File: src/rtl/ser_par_pkg.sv
// Shared definitions for the serial/parallel shift unit: mode codes, PISO FSM
// encoding and the bit-order helper used by both shift paths.
package ser_par_pkg;

   localparam logic MODE_SIPO = 1'b0;
   localparam logic MODE_PISO = 1'b1;

   typedef enum logic {
      ST_IDLE  = 1'b0,
      ST_SHIFT = 1'b1
   } state_e;

   // Bit position where a serial bit enters the register; the opposite end is
   // where the next outgoing bit is taken from.
   function automatic int shift_in_pos(input bit msb_first, input int width);
      return msb_first ? 0 : width - 1;
   endfunction

endpackage

File: src/rtl/ser_par_bit_counter.sv
// Bit counter shared by the SIPO and PISO paths: sync clear, increment enable,
// wrap at WIDTH-1 and a registered terminal-count flag.
module ser_par_bit_counter #(
   parameter int WIDTH = 8,
   localparam int CNT_W = $clog2(WIDTH)
) (
   input  logic             clk,
   input  logic             reset,
   input  logic             clr,
   input  logic             inc,
   output logic [CNT_W-1:0] cnt_nxt,
   output logic             tc
);

   localparam logic [CNT_W-1:0] CNT_MAX = CNT_W'(WIDTH - 1);

   logic [CNT_W-1:0] cnt_q, cnt_d;
   logic             tc_q, tc_d;

   always_comb begin
      cnt_d = cnt_q;
      if (clr) begin
         cnt_d = '0;
      end else if (inc) begin
         cnt_d = (cnt_q == CNT_MAX) ? '0 : cnt_q + 1'b1;
      end
      tc_d = (cnt_d == CNT_MAX);
   end

   always_ff @(posedge clk) begin
      if (reset) begin
         cnt_q <= '0;
         tc_q  <= 1'b0;
      end else begin
         cnt_q <= cnt_d;
         tc_q  <= tc_d;
      end
   end

   assign cnt_nxt = cnt_d;
   assign tc      = tc_q;

endmodule

File: src/rtl/ser_par_shift_unit.sv
// Bidirectional serial/parallel converter: SIPO word assembly (mode 0) and
// PISO serialisation with ready/valid handshake (mode 1). All outputs registered.
//
// state    | meaning
// ST_IDLE  | PISO waiting for a word, par_in_ready=1
// ST_SHIFT | PISO emitting one bit per cycle, WIDTH cycles per word
module ser_par_shift_unit
   import ser_par_pkg::*;
#(
   parameter int WIDTH     = 8,
   parameter int MSB_FIRST = 1,
   localparam int CNT_W    = $clog2(WIDTH)
) (
   input  logic             clk,
   input  logic             reset,
   input  logic             mode,
   input  logic             ser_in,
   input  logic             ser_in_valid,
   output logic [WIDTH-1:0] par_out,
   output logic             par_out_valid,
   input  logic [WIDTH-1:0] par_in,
   input  logic             par_in_valid,
   output logic             par_in_ready,
   output logic             ser_out,
   output logic             ser_out_valid,
   output logic             busy
);

   localparam int IN_POS  = shift_in_pos(MSB_FIRST != 0, WIDTH);
   localparam int OUT_POS = WIDTH - 1 - IN_POS;
   localparam logic [CNT_W-1:0] CNT_MAX = CNT_W'(WIDTH - 1);

   state_e           state_q, state_d;
   logic             mode_q;
   logic [WIDTH-1:0] sr_q, sr_d;
   logic [WIDTH-1:0] par_out_q, par_out_d;
   logic             par_out_valid_q, par_out_valid_d;
   logic             ser_out_q, ser_out_d;
   logic             ser_out_valid_q, ser_out_valid_d;
   logic             par_in_ready_q, par_in_ready_d;
   logic             busy_q, busy_d;

   logic             mode_chg;
   logic             cnt_clr, cnt_inc;
   logic [CNT_W-1:0] cnt_nxt;
   logic             tc;
   logic [WIDTH-1:0] sipo_word, piso_next;

   ser_par_bit_counter #(.WIDTH(WIDTH)) u_bit_counter (
      .clk     (clk),
      .reset   (reset),
      .clr     (cnt_clr),
      .inc     (cnt_inc),
      .cnt_nxt (cnt_nxt),
      .tc      (tc)
   );

   assign mode_chg = (mode != mode_q);

   always_comb begin
      sipo_word = '0;
      piso_next = '0;
      if (IN_POS == 0) begin
         sipo_word = {sr_q[WIDTH-2:0], ser_in};
         piso_next = {sr_q[WIDTH-2:0], 1'b0};
      end else begin
         sipo_word = {ser_in, sr_q[WIDTH-1:1]};
         piso_next = {1'b0, sr_q[WIDTH-1:1]};
      end
   end

   always_comb begin
      state_d         = state_q;
      sr_d            = sr_q;
      par_out_d       = par_out_q;
      par_out_valid_d = 1'b0;
      ser_out_d       = ser_out_q;
      ser_out_valid_d = ser_out_valid_q;
      cnt_clr         = 1'b0;
      cnt_inc         = 1'b0;

      if (mode_chg) begin
         // Abort whatever is in flight; the new mode takes over next cycle.
         cnt_clr         = 1'b1;
         state_d         = ST_IDLE;
         ser_out_d       = 1'b0;
         ser_out_valid_d = 1'b0;
      end else if (mode_q == MODE_SIPO) begin
         state_d         = ST_IDLE;
         ser_out_d       = 1'b0;
         ser_out_valid_d = 1'b0;
         if (ser_in_valid) begin
            sr_d    = sipo_word;
            cnt_inc = 1'b1;
            if (tc) begin
               par_out_d       = sipo_word;
               par_out_valid_d = 1'b1;
            end
         end
      end else begin
         case (state_q)
            ST_IDLE: begin
               ser_out_d       = 1'b0;
               ser_out_valid_d = 1'b0;
               if (par_in_valid && par_in_ready_q) begin
                  sr_d            = par_in;
                  ser_out_d       = par_in[OUT_POS];
                  ser_out_valid_d = 1'b1;
                  state_d         = ST_SHIFT;
               end
            end
            ST_SHIFT: begin
               cnt_inc = 1'b1;
               if (!tc) begin
                  sr_d            = piso_next;
                  ser_out_d       = piso_next[OUT_POS];
                  ser_out_valid_d = 1'b1;
               end else if (par_in_valid && par_in_ready_q) begin
                  sr_d            = par_in;
                  ser_out_d       = par_in[OUT_POS];
                  ser_out_valid_d = 1'b1;
               end else begin
                  state_d         = ST_IDLE;
                  ser_out_d       = 1'b0;
                  ser_out_valid_d = 1'b0;
               end
            end
            default: begin
               state_d         = ST_IDLE;
               ser_out_d       = 1'b0;
               ser_out_valid_d = 1'b0;
            end
         endcase
      end
   end

   // Ready is registered, so it is computed from the state and count the
   // unit will hold next cycle.
   always_comb begin
      par_in_ready_d = 1'b0;
      busy_d         = 1'b0;
      if (!mode_chg) begin
         if (mode_q == MODE_PISO) begin
            par_in_ready_d = (state_d == ST_IDLE) || (cnt_nxt == CNT_MAX);
            busy_d         = (state_d == ST_SHIFT);
         end else begin
            busy_d = (cnt_nxt != '0);
         end
      end
   end

   always_ff @(posedge clk) begin
      if (reset) begin
         state_q         <= ST_IDLE;
         mode_q          <= mode;
         sr_q            <= '0;
         par_out_q       <= '0;
         par_out_valid_q <= 1'b0;
         ser_out_q       <= 1'b0;
         ser_out_valid_q <= 1'b0;
         par_in_ready_q  <= 1'b0;
         busy_q          <= 1'b0;
      end else begin
         state_q         <= state_d;
         mode_q          <= mode;
         sr_q            <= sr_d;
         par_out_q       <= par_out_d;
         par_out_valid_q <= par_out_valid_d;
         ser_out_q       <= ser_out_d;
         ser_out_valid_q <= ser_out_valid_d;
         par_in_ready_q  <= par_in_ready_d;
         busy_q          <= busy_d;
      end
   end

   assign par_out       = par_out_q;
   assign par_out_valid = par_out_valid_q;
   assign ser_out       = ser_out_q;
   assign ser_out_valid = ser_out_valid_q;
   assign par_in_ready  = par_in_ready_q;
   assign busy          = busy_q;

endmodule

File: config.mk
export PLATFORM = sky130hd
export DESIGN_NAME = ser_par_shift_unit
export DESIGN_NICKNAME = d
export VERILOG_FILES = /design/src/rtl/ser_par_pkg.sv /design/src/rtl/ser_par_bit_counter.sv /design/src/rtl/ser_par_shift_unit.sv
export SDC_FILE = /design/constraint.sdc
export NUM_CORES = 1
export LEC_CHECK = 0
export CAP_MARGIN = 20
export CORE_AREA = 2 2 50 52
export CTS_BUF_LIST = sky130_fd_sc_hd__clkbuf_8
export DETAILED_ROUTE_END_ITERATION = 12
export DIE_AREA = 0 0 52 54
export PLACE_DENSITY = 0.82
export SLEW_MARGIN = 20
export SYNTH_ARGS = -nofsm -noshare
export SYNTH_HDL_FRONTEND = slang
export SYNTH_SLANG_ARGS = --single-unit
File: constraint.sdc
create_clock -name clk -period 2.1 [get_ports clk]
set_input_delay 0.315 -clock clk [delete_from_list [all_inputs] [get_ports clk]]
set_output_delay 0.315 -clock clk [all_outputs]
set_load 0.01 [all_outputs]
==> metrics.md, run 1 <==
| Metric | Value |
|---|---|
| Worst clock skew | 4.14 ps |
| Hold Buf Count CTS | 0 |
| Gp weighted congestion | 0.767 |
| Post-route cell area | 0.00141 mm2 |
| Fraction of the cycle the final worst path needs | 0.924 |
| Fin cells | 173 |
| CTS buffer count | 3 |
| 1st-pass router iterations | 4 |
| Worst R2R Start | mode_q$_DFF_P_ |
| Share of power burned in registers | 0.571 |
| Met3 wire length | 131 um |
| F_max | 515 MHz |
| First-pass GRT wire length | 3670 um |
| EDFF count, synth | 0 |
| Max stage delay on crit path | 570 ps |
| Via count | 952 |
| Port bufs | 26 |
| Yosys top cell area share | 0.464 |
| WP buf/inv | 1 |
| Die H | 54 um |
| Avg Synthesized Cell Area | 9.38 um2 |
| Initial DRC Count | 31 |
| Area after DPL | 0.00137 mm2 |
| Clk pwr share | 0.327 |
| Rel. slew slack | 0.688 |
| Syn. warnings | 0 |
| Antenna cells | 0 |
| Area leader, netlist | dfxtp_1 |
| WP data required | roughly 2300 ps |
| Maximum vdd drop | ~350 uV |
| Slowest-stage cell, CP | dfxtp_1 |
| Crit path time final | 1940 ps |
| ANT nets after route | 0 |
| Routed length per instance | between 10 and 15 um |
| Most common cell in the netlist | dfxtp_1 |
| Commonest cells in the netlist | dfxtp_1 (25), nand2_1 (20), mux2i_1 (10) |
| Drt via density | around 5.5 |
| Status | completed |
| H-tree depth | 1 |
| Levels on crit path | 6 |
| Dpl cells | 169 |
| Met1 Routed Length | 1020 um |
| Top cell family by delay on the critical path | flip-flops |
| Hold Path Class | reg -> reg |
| # resized after CTS | 0 |
| Clock tree buffer depth | 2 |
| Psw | 0.000198 W |
| PwrDens | between 600 and 700 mW/mm2 |
| Logic gate share of total power | 0.101 |
| Worst Path Max Fanout | 10 |
| Worst Max-Slew Pin Slew | 465 ps |
| Starting Density | 0.465 |
| Max Used Layer | met4 |
| Setup crit end | par_in_ready$_SDFF_PP0_ |
| FF-to-FF End | par_in_ready$_SDFF_PP0_ |
| DRC Markers | 0 |
| Max Cap Violations | 0 |
| Largest net degree at the start of global routing | 14 |
| Synth Instances | about 120 |
| RSZ-0062 raised after global routing | false |
| Met2 WL | 986 um |
| GRT Total Usage | 0.180 |
| Layout cells sized above 1 | 0.0420 |
| Leak | around 0.57 nW |
| Synth Flop Type | dfxtp_1 |
| CP Launch Type | register |
| Final hold vios | 0 |
| Distinct cells, synth | 24 |
| Crit path kind | reg -> reg |
| CTS root buf | clkbuf_8 |
| Core area | roughly 0.0023 mm2 |
| Gr ovfl total | 0 |
| Setup TNS | 0 ps |
| Post-synthesis cell area | 0.00108 mm2 |
| Vias in the first global route | 851 |
| Final setup fails | 0 |
| Crit path launch | mode_q$_DFF_P_ |
| Syn_nets | 132 |
| Nets | around 160 |
| Worst setup EP type | register |
| Final Max Tran Viols | 0 |
| Worst R2R Setup Slack | 160 ps |
| Total setup buffers inserted after CTS | 0 |
| Largest cells by area after synthesis | dfxtp_1 (46%), mux2i_1 (9.3%), nand2_1 (7.0%), o2bb2ai_1 (5.7%), and3_1 (5.2%) |
| Register area share after synthesis | 0.464 |
| Total power | 0.000856 W |
| DPL Wire Length | 1650 um |
| Worst-Skew Late Latency | ~270 ps |
| Crit path DAT | 2120 ps |
| Clock slew at reported path FFs | about 80 ps |
| Drt total wl | 2230 um |
| Reg2reg path depth | 6 |
| Proportion of synthesized flip-flops having asynchronous set or reset | 0 |
| #FFs+latches synth | 25 |
| Area growth from synthesis to layout | 30.7% |
| Sw Ratio | 0.232 |
| Initial antenna violation count | 0 |
| CTS Sinks | 25 |
| # fillers | 210 |
| Num ports | 27 |
| CTS tree | built |
| # rows | 18 |
| Internal power | 0.000658 W |
| Die footprint | around 0.0028 mm2 |
| Critical Path, Cell by Cell | inv_1, ha_1, and3b_1, mux2i_1, o21ai_1, and3_1 |
| DIE WIDTH | between 50 and 60 um |
power by group through the flow:
stage	Combinational (W)	Sequential (W)	Clock, W
after floorplan	0.0000470	0.000497	0
after global placement	0.0000837	0.000500	0
after detailed placement	0.0000858	0.000500	0
after CTS	0.0000868	0.000489	0.000284
after global routing	0.0000943	0.000491	0.000300
final	0.0000869	0.000489	0.000280
metal layers:
layer | GRT usage | vias to the layer above
met2 | 0.276 | 45
met5 | 0 | -
li1 | - | 467
met3 | 0.0194 | 10
met1 | 0.230 | 430
met4 | 0.140 | 0
flip-flops by register name (all words and copies together) (netlist names):
name                 cells
busy                     1
mode_q                   1
par_in_ready             1
par_out                  8
par_out_valid            1
ser_out                  1
ser_out_valid            1
sr_q                     7
u_bit_counter.cnt_q      3
u_bit_counter.tc         1
cell usage in the layout, fill, tap and decap left out, types with 2 or more instances in the layout:
cell,netlist,routed
inv_1,2,3
o2bb2ai_1,7,7
nand3_1,2,2
ha_1,3,3
mux2i_1,10,10
a21oi_1,9,9
nor2b_1,3,3
o21ai_1,2,2
clkdlybuf4s50_1,0,26
nand2_1,20,20
and3_1,9,9
dfxtp_1,25,25
nor3_1,5,5
clkbuf_8,0,3
nor2_1,6,6
worst register-to-register path: stages (launching register included):
cell and delay (ps):
dfxtp_1 570, inv_1 130, ha_1 440, and3b_1 210, mux2i_1 220, o21ai_1 90
and3_1 180
final cells by class:
| class | count | area, um2 | area share |
|---|---|---|---|
| clock buffer | 3 | 41.3 | 0.0293 |
| clock inverter | 1 | 3.75 | 0.00266 |
| inverter | 2 | 7.51 | 0.00532 |
| multi-input combinational | 85 | 552 | 0.391 |
| sequential | 25 | 500 | 0.355 |
| tap | 30 | 37.5 | 0.0266 |
| timing repair buffer | 27 | 268 | 0.190 |
through the flow:
stage | hold WS [ps] | utilization | setup WS, ps
finish | 457 | 0.608 | 160
floorplan | 343 | - | 561
global route | 475 | 0.608 | 49.8
detailed placement | 447 | 0.588 | 60.4
CTS | 458 | 0.608 | 187
global placement | 443 | 0.588 | 168
worst min-delay path by stage:
stage,start,end,slack [ps],depth (start not counted)
2_1_floorplan,mode,mode_q$_DFF_P_,340,0
5_1_grt,par_out[6]$_SDFFE_PP0P_,par_out[6]$_SDFFE_PP0P_,480,2
3_5_place_dp,par_out[4]$_SDFFE_PP0P_,par_out[4]$_SDFFE_PP0P_,450,2
3_3_place_gp,par_out[7]$_SDFFE_PP0P_,par_out[7]$_SDFFE_PP0P_,440,2
6_report,par_out[4]$_SDFFE_PP0P_,par_out[4]$_SDFFE_PP0P_,460,2
4_1_cts,par_out[4]$_SDFFE_PP0P_,par_out[4]$_SDFFE_PP0P_,460,2
cells by family (layout without fill, tap and decap cells):
| logic type | Yosys count | after routing | synth area share |
|---|---|---|---|
| AOI/OAI and AO/OA | 22 | 22 | 0.143 |
| and+or+nand+nor | 49 | 49 | 0.220 |
| adders and majority gates | 3 | 3 | 0.0348 |
| DFF | 25 | 25 | 0.464 |
| buffers and inverters | 5 | 33 | 0.0244 |
| muxes | 11 | 11 | 0.114 |
Note: power is estimated with default switching activity, not from simulation.
==> inputs of run 2 (changes only) <==
--- a/config.mk
+++ b/config.mk
@@ -5,7 +5,7 @@
 export SDC_FILE = /design/constraint.sdc
 export NUM_CORES = 1
 export LEC_CHECK = 0
-export CAP_MARGIN = 20
+export CAP_MARGIN = 10
 export CORE_AREA = 2 2 50 52
 export CTS_BUF_LIST = sky130_fd_sc_hd__clkbuf_8
 export DETAILED_ROUTE_END_ITERATION = 12
==> results of run 2 <==
The final DEF is identical to that of run 1; final timing and power are the same.
==> inputs of run 3 (changes only) <==
--- a/config.mk
+++ b/config.mk
@@ -10,7 +10,8 @@
 export CTS_BUF_LIST = sky130_fd_sc_hd__clkbuf_8
 export DETAILED_ROUTE_END_ITERATION = 12
 export DIE_AREA = 0 0 52 54
-export PLACE_DENSITY = 0.82
+export PLACE_DENSITY = 0.78
+export SKIP_CTS_REPAIR_TIMING = 1
 export SLEW_MARGIN = 20
 export SYNTH_ARGS = -nofsm -noshare
 export SYNTH_HDL_FRONTEND = slang
==> run 3 against run 2 <==
Critical path depth grew 1. Global-route usage shrank 0.65 points. Clock skew shrank 2.9 ps. Largest cell class unchanged. Largest power group unchanged.
==> metrics.md, run 3 (synthesized netlist as in run 1, its figures left out) <==
| Metric | Value |
|---|---|
| Status | completed |
| CTS buffer count | 3 |
| # fillers | 204 |
| Worst-Skew Late Latency | 270 ps |
| # rows | 18 |
| Area growth from synthesis to layout | 31.4% |
| CTS Sinks | 25 |
| Final setup fails | 0 |
| Routed length per instance | around 12 um |
| Leak | 0.576 nW |
| Largest net degree at the start of global routing | 14 |
| Final hold vios | 0 |
| Setup TNS | 0 ps |
| Crit path kind | in -> reg |
| Num ports | 27 |
| DRC Markers | 0 |
| RSZ-0062 raised after global routing | false |
| GR Layer Usage met1 | 0.227 |
| Worst Path Max Fanout | 8 |
| Worst R2R Setup Slack | between 400 and 500 ps |
| 1st-pass router iterations | 4 |
| Multi-input logic area | about 550 um2 |
| PwrDens | between 600 and 700 mW/mm2 |
| F_max | 586 MHz |
| Starting Density | 0.465 |
| Gr ovfl total | 0 |
| Clock slew at reported path FFs | 80 ps |
| First-pass GRT wire length | 3570 um |
| WP data required | around 2300 ps |
| Maximum vdd drop | 305 uV |
| Final Hold Slack | around 460 ps |
| H-tree depth | 1 |
| Rel. slew slack | 0.682 |
| ANT nets after route | 0 |
| Initial DRC Count | 19 |
| Port bufs | 26 |
| Hold Path Class | reg -> reg |
| Initial antenna violation count | 0 |
| Antenna cells | 0 |
| Most frequent cells in the layout | clkdlybuf4s50_1 (26), dfxtp_1 (25), nand2_1 (20), mux2i_1 (10) |
| GR Util met2 | 0.276 |
| Worst clock skew | 1.26 ps |
| Commonest non-fill, non-tap cell in the layout | clkdlybuf4s50_1 |
| DPL Wire Length | 1650 um |
| Gp weighted congestion | 0.776 |
| Worst Max-Slew Pin Slew | between 400 and 500 ps |
| DIE WIDTH | 52 um |
| Layout cells sized above 1 | 0.0486 |
| Crit path DAT | 1880 ps |
| Via count | 902 |
| GR peak layer | met2 |
| Final Max Tran Viols | 0 |
| Worst setup EP type | register |
| Max Cap Violations | 0 |
| Vias in the first global route | ~800 |
| CTS tree | built |
| GRT Total Usage | 0.173 |
| CP Launch Type | primary input |
| Clock tree buffer depth | 2 |
| Register area | approximately 500 um2 |
| CTS root buf | clkbuf_8 |
| Max reg flops | 8 |
| Crit path time final | 1710 ps |
| Fraction of the cycle the final worst path needs | 0.813 |
| Die footprint | 0.00281 mm2 |
| Drt via density | 5.18 |
| Core area | 0.00232 mm2 |
| Die H | 54 um |
| Drt total wl | 2140 um |
| Met3 Track Usage GR | 0.0250 |
| Nets | 162 |
[run 3: area by class of cell]
cell class,count,area share
tap,30,0.0265
sequential,25,0.353
inverter,2,0.00530
clock inverter,1,0.00265
timing repair buffer,28,0.194
clock buffer,3,0.0291
multi-input combinational,85,0.389
[run 3: worst max-delay path, cell delays in order]
cell and delay (ps):
clkdlybuf4s50_1 480, inv_1 50, ha_1 410, and3b_1 200, mux2i_1 170, o21ai_1 70
and3_1 170
[run 3: per-stage QoR]
| step | std cells | instance area [um2] | worst slack [ps] | utilization | power [W] |
|---|---|---|---|---|---|
| finish | 174 | 1420 | 393 | 0.611 | 0.000852 |
| global route | 174 | 1420 | 252 | 0.611 | 0.000886 |
| CTS | 174 | 1420 | 382 | 0.611 | 0.000860 |
| detailed placement | 170 | 1370 | 96.4 | 0.592 | 0.000587 |
| global placement | 170 | 1370 | 164 | 0.592 | 0.000585 |
| floorplan | 115 | 1080 | 561 | - | 0.000544 |
[run 3: worst paths after layout]
path                                     startpoint                      end  depth (start not counted)
setup / recovery                               mode  par_in_ready$_SDFF_PP0_                          7
hold / removal              par_out[1]$_SDFFE_PP0P_  par_out[1]$_SDFFE_PP0P_                          2
setup reg to reg  u_bit_counter.cnt_q[0]$_SDFF_PP0_  par_in_ready$_SDFF_PP0_                          6
hold reg to reg             par_out[1]$_SDFFE_PP0P_  par_out[1]$_SDFFE_PP0P_                          2
[run 3: report_power, final]
group | internal [W] | switching (W) | total, W | leakage (nW)
registers | 0.000480 | 0.00000636 | 0.000486 | 0.202
logic | 0.0000480 | 0.0000419 | 0.0000899 | 0.347
clock network | 0.000131 | 0.000145 | 0.000276 | 0.0269
[run 3: metal layers]
metal	part of all wire	vias up
met5	0	-
met4	0.023	0
met3	0.042	5
met2	0.47	28
met1	0.47	400
li1	-	469
